**config.mk**
```make
export PLATFORM = sky130hd
export DESIGN_NAME = serial_rx_framer
export DESIGN_NICKNAME = d
export VERILOG_FILES = /design/src/rtl/serial_rx_framer.sv
export SDC_FILE = /design/constraint.sdc
export NUM_CORES = 1
export LEC_CHECK = 0
export CAP_MARGIN = 20
export CORE_MARGIN = 5
export CORE_UTILIZATION = 51
export DETAILED_ROUTE_END_ITERATION = 10
export PLACE_DENSITY = 0.71
export SKIP_CTS_REPAIR_TIMING = 1
export SYNTH_ARGS = -nofsm -noshare
export SYNTH_HDL_FRONTEND = slang
export SYNTH_SLANG_ARGS = --single-unit
export TNS_END_PERCENT = 20
```
**constraint.sdc**
```tcl
create_clock -name CLOCK_50 -period 1.67 [get_ports CLOCK_50]
set_clock_uncertainty 0.15 [all_clocks]
set_input_delay 0.2505 -clock CLOCK_50 [delete_from_list [all_inputs] [get_ports CLOCK_50]]
set_output_delay 0.2505 -clock CLOCK_50 [all_outputs]
set_load 0.005 [all_outputs]
```
**src/rtl/serial_rx_framer.sv**
```systemverilog
//============================================================================
// Module   : serial_rx_framer
// Function : 8N1 serial receive framer feeding an external 8-bit SIPO.
//            Define SERIAL_RX_PARITY_EN for an even-parity bit after bit 7.
// Revision : 1.0 - initial release
//============================================================================
`default_nettype none

module serial_rx_framer #(
    parameter int CLKS_PER_BIT = 434
) (
    input  logic CLOCK_50,
    input  logic Reset_n,
    input  logic Serial_In,
    output logic Serial_Data,
    output logic Shift_Flag,
    output logic Frame_Start,
    output logic Byte_Done,
    output logic Frame_Error,
`ifdef SERIAL_RX_PARITY_EN
    output logic Parity_Error,
`endif
    output logic Busy
);

    localparam int                 c_CNT_W   = $clog2(CLKS_PER_BIT);
    localparam logic [c_CNT_W-1:0] c_HALF_M1 = c_CNT_W'(CLKS_PER_BIT / 2 - 1);
    localparam logic [c_CNT_W-1:0] c_FULL_M1 = c_CNT_W'(CLKS_PER_BIT - 1);

    localparam logic [2:0] c_IDLE   = 3'd0;
    localparam logic [2:0] c_START  = 3'd1;
    localparam logic [2:0] c_DATA   = 3'd2;
`ifdef SERIAL_RX_PARITY_EN
    localparam logic [2:0] c_PARITY = 3'd3;
`endif
    localparam logic [2:0] c_STOP   = 3'd4;
    localparam logic [2:0] c_BREAK  = 3'd5;

    logic               r_sync1;
    logic               r_sync2;
    logic               w_rx;
    logic [2:0]         r_state;
    logic [2:0]         w_state_next;
    logic [c_CNT_W-1:0] r_cnt;
    logic [c_CNT_W-1:0] w_cnt_next;
    logic [2:0]         r_bit;
    logic [2:0]         w_bit_next;
    logic               w_at_half;
    logic               w_at_full;
    logic               w_start;
    logic               w_shift;
    logic               w_done;
    logic               w_ferr;
`ifdef SERIAL_RX_PARITY_EN
    logic               r_parity;
    logic               w_perr;
`endif

    always_ff @(posedge CLOCK_50 or negedge Reset_n) begin
        if (!Reset_n) begin
            r_sync1 <= 1'b1;
            r_sync2 <= 1'b1;
        end else begin
            r_sync1 <= Serial_In;
            r_sync2 <= r_sync1;
        end
    end

    assign w_rx      = r_sync2;
    assign w_at_half = (r_cnt == c_HALF_M1);
    assign w_at_full = (r_cnt == c_FULL_M1);

    always_ff @(posedge CLOCK_50 or negedge Reset_n) begin
        if (!Reset_n) begin
            r_state <= c_IDLE;
            r_cnt   <= '0;
            r_bit   <= '0;
        end else begin
            r_state <= w_state_next;
            r_cnt   <= w_cnt_next;
            r_bit   <= w_bit_next;
        end
    end

    always_comb begin
        w_state_next = r_state;
        w_cnt_next   = r_cnt + 1'b1;
        w_bit_next   = r_bit;
        case (r_state)
            c_IDLE: begin
                // IDLE also covers the cycle right after a stop decision,
                // so a start bit with no idle gap is still caught here.
                w_cnt_next = '0;
                w_bit_next = '0;
                if (!w_rx) begin
                    w_state_next = c_START;
                end
            end
            c_START: begin
                if (w_at_half) begin
                    w_cnt_next   = '0;
                    w_state_next = w_rx ? c_IDLE : c_DATA;
                end
            end
            c_DATA: begin
                if (w_at_full) begin
                    w_cnt_next = '0;
                    w_bit_next = r_bit + 3'd1;
                    if (r_bit == 3'd7) begin
`ifdef SERIAL_RX_PARITY_EN
                        w_state_next = c_PARITY;
`else
                        w_state_next = c_STOP;
`endif
                    end
                end
            end
`ifdef SERIAL_RX_PARITY_EN
            c_PARITY: begin
                if (w_at_full) begin
                    w_cnt_next   = '0;
                    w_state_next = c_STOP;
                end
            end
`endif
            c_STOP: begin
                if (w_at_full) begin
                    w_cnt_next   = '0;
                    w_state_next = w_rx ? c_IDLE : c_BREAK;
                end
            end
            c_BREAK: begin
                w_cnt_next = '0;
                if (w_rx) begin
                    w_state_next = c_IDLE;
                end
            end
            default: begin
                w_cnt_next   = '0;
                w_bit_next   = '0;
                w_state_next = c_IDLE;
            end
        endcase
    end

    always_comb begin
        w_start = 1'b0;
        w_shift = 1'b0;
        w_done  = 1'b0;
        w_ferr  = 1'b0;
`ifdef SERIAL_RX_PARITY_EN
        w_perr  = 1'b0;
`endif
        case (r_state)
            c_START: w_start = w_at_half & ~w_rx;
            c_DATA:  w_shift = w_at_full;
            c_STOP: begin
                if (w_at_full) begin
                    if (!w_rx) begin
                        w_ferr = 1'b1;
`ifdef SERIAL_RX_PARITY_EN
                    end else if (r_parity) begin
                        w_perr = 1'b1;
`endif
                    end else begin
                        w_done = 1'b1;
                    end
                end
            end
            default: ;
        endcase
    end

    // Strobes are registered one cycle after the sample decision so that
    // Serial_Data and Shift_Flag become valid together.
    always_ff @(posedge CLOCK_50 or negedge Reset_n) begin
        if (!Reset_n) begin
            Serial_Data  <= 1'b1;
            Shift_Flag   <= 1'b0;
            Frame_Start  <= 1'b0;
            Byte_Done    <= 1'b0;
            Frame_Error  <= 1'b0;
`ifdef SERIAL_RX_PARITY_EN
            Parity_Error <= 1'b0;
`endif
        end else begin
            if (w_shift) begin
                Serial_Data <= w_rx;
            end
            Shift_Flag   <= w_shift;
            Frame_Start  <= w_start;
            Byte_Done    <= w_done;
            Frame_Error  <= w_ferr;
`ifdef SERIAL_RX_PARITY_EN
            Parity_Error <= w_perr;
`endif
        end
    end

`ifdef SERIAL_RX_PARITY_EN
    // Running XOR over data and parity bits; nonzero at STOP means odd total.
    always_ff @(posedge CLOCK_50 or negedge Reset_n) begin
        if (!Reset_n) begin
            r_parity <= 1'b0;
        end else if (w_start) begin
            r_parity <= 1'b0;
        end else if (w_at_full && (r_state == c_DATA || r_state == c_PARITY)) begin
            r_parity <= r_parity ^ w_rx;
        end
    end
`endif

    assign Busy = (r_state != c_IDLE);

endmodule

`default_nettype wire

```
==> results.yml, run 1 <==
grt:
  antenna_found_initial: 0
  grt_max_degree: 23
  track_usage_pct: 15.5
  use_met1_pct: 19.3
  grt_busiest_layer: "met2"
  met3_usage_pct: 2.41
  grt_pass1_wl_mm: 4.20
  grt_overflow: 0
  grt_pass1_vias: 906
  gr-usage-met2_pct: 27.3
clocking:
  cts-root-buf: "clkbuf_4"
  clkSinkCount: 22
  clock_latency_ns: 0.30
  cts_tree: "done"
  clk_path_buf_depth: 2
  cts_inserted_buffers: 3
  cts.clk_slew.worst_paths_ns: 0.13
  htreeDepth: 1
sta:
  setup_tns_ns: -0.603
  finalCritPeriodShare_pct: 105
  max_freq_ghz: 0.572
  hold_viol: 0
  setup_viol: 12
  finalHoldWorstSlack_ns: 0.127
  slew_headroom_pct: 77.3
  tightest_slew_ns: 0.340
  rsz0062_at_grt: "yes"
  finalCriticalPeriod_ns: 1.75
  slew_violations: 0
  layout_setup_ws_ns: -0.0775
logic_synthesis:
  synthDistinctLibCells: 38
  syn_avg_cell_area_um2: 10.9
  syn_nets: 119
  synth_area_um2: 1210
  syn_inst: 111
  yosysSeqAreaShare_pct: 45.7
  synth_edf_count: 0
  ys.flop_type: "dfrtp_1"
  synth-warning-count: 0
  synthArstFlopShare_pct: 100
  yosys_register_bits: 22
setup_path:
  startpoint: "r_cnt[0]"
  worst-path-buf-inv: 0
  crit_end: "r_cnt[0]"
  slowest_stage: "a221o_2"
  arrival_ns: 1.82
  r2r_cells: 4
  critical_path_required_ns: 1.74
  path_delay_family: "compound AO/OA/AOI/OAI gates"
  critPathMaxFanout: 9
  worstSetupStartpointType: "flop"
  r2r-end: "r_cnt[0]"
  rrSetupSlack_ns: -0.08
  endpoint_kind: "flop"
  cp.depth: 4
  critical_path_class: "reg -> reg"
  r2r_start: "r_cnt[0]"
  crit_chain: "ha_1 > and4bb_2 > a221o_2 > a21oi_1"
  max_stage_delay_ns: 0.47
die:
  num_rows: 17
  dieArea_um2: 3460
  die_w_um: 58.8
  die_h_um: 58.8
  num_io_pins: 9
  core_um2: 2230
  initial_core_util_pct: 54.3
run_status:
  violations: "setup timing"
  status: "complete, but fails checks"
place:
  place_ws_ns: -0.0861
  post-dp-hpwl_mm: 1.79
  portBuffers: 8
  place_congestion: 0.769
  post_dp_cell_area_um2: 1410
layout:
  n_antenna_cell: 0
  nFillCells: 176
  design_area_um2: 1480
  fin_util_pct: 66.1
  final_cell_mix: "19 x dfrtp_1, 19 x buf_4, 7 x nand3_1"
  area_growth_pct: 21.5
  nets: 146
  drive_gt1_share_pct: 29.2
route:
  detail_route.wl_per_cell_um: 14.6
  dr.pass1.iters: 4
  drc: 0
  antenna_left: 0
  drt_first_iter_violations: 27
  vias_per_cell: 5.62
  wl_mm: 2.41
  vias: 928
job:
  max_cap_viol_count: 0
power:
  p_per_area_nw_per_um2: 572
  irDropWorstVdd_v: 0.000471
  power.leakage_nw: 0.682
hold_path:
  min_path_type: "in -> async"
==> layout make-up <==
| class | instances | area, µm² | share of cell area [%] |
|---|---|---|---|
| multi-input cells | 79 | 603 | 40.9 |
| flip-flops and latches | 22 | 554 | 37.6 |
| repair buffers | 28 | 231 | 15.7 |
| clock buffers | 4 | 36.3 | 2.46 |
| well taps | 28 | 35.0 | 2.37 |
| inverters | 4 | 15.0 | 1.02 |
==> synth_stat cells, drive strengths merged, types with 2 or more instances <==
library cell	instances	area (µm²)
inv	4	15.0
a211oi	2	15.0
xor2	2	17.5
dfstp	3	78.8
a211o	2	17.5
nor2	4	15.0
buf	5	50.0
o211ai	2	15.0
or3	5	31.3
nand2b	5	31.3
a21oi	5	25.0
o21ai	5	25.0
nand4	5	31.3
nand3	7	35.0
dfrtp	19	475
and3	2	12.5
nand2	2	7.51
nand3b	2	15.0
ha	5	62.6
a22oi	4	50.1
and2	4	25.0
nor3b	3	22.5
==> layer usage <==
layer / up-vias / wire [µm]
met5: - / 0
met3: 4 / 96
met1: 449 / 1040
met2: 17 / 1220
met4: 0 / 46
li1: 458 / -
==> registers in the layout, summed over array words and instances, names as in the netlist <==
register     flops
Shift_Flag       1
r_bit            3
r_state          3
Frame_Start      1
r_cnt            9
r_sync2          1
r_sync1          1
Serial_Data      1
Byte_Done        1
Frame_Error      1
==> power by group <==
group / switching [W] / leakage (nW) / internal, W
logic: 0.0000109 / 0.379 / 0.00000614
clock network: 0.000155 / 0.0210 / 0.000133
registers: 0.00000232 / 0.282 / 0.000537
total: 0.000168 / 0.682 / 0.000676
==> kinds of logic (layout without fill, tap and decap cells) <==
kind of cell / Yosys count / count (layout) / synth area share [%]
compound gates: 24 / 24 / 16.2
xor+xnor: 3 / 3 / 2.17
fa+ha+maj: 5 / 5 / 5.15
buf+inv: 10 / 36 / 5.67
flops: 22 / 22 / 45.7
mux: 1 / 1 / 0.928
simple gates: 46 / 46 / 24.2
==> through the flow <==
step,cells,total power [W]
detailed placement,159,0.000568
finish,165,0.000844
floorplan,111,0.000550
CTS,163,0.000864
global route,165,0.000883
global placement,159,0.000567
==> how the worst min path moves through the flow <==
stage | end | depth (start not counted)
finish | r_state[2] | 2
global placement | r_sync2 | 0
floorplan | Byte_Done | 0
global route | r_state[2] | 2
detailed placement | r_sync2 | 0
CTS | r_state[2] | 2
Note: power is estimated with default switching activity, not from simulation.
==> inputs of run 2 (changes only) <==
--- a/config.mk
+++ b/config.mk
@@ -8,6 +8,7 @@
 export CAP_MARGIN = 20
 export CORE_MARGIN = 5
 export CORE_UTILIZATION = 51
+export CTS_CLUSTER_SIZE = 12
 export DETAILED_ROUTE_END_ITERATION = 10
 export PLACE_DENSITY = 0.71
 export SKIP_CTS_REPAIR_TIMING = 1
==> results of run 2 <==
Same layout as run 1: the final DEF is identical, and so are final timing and power.
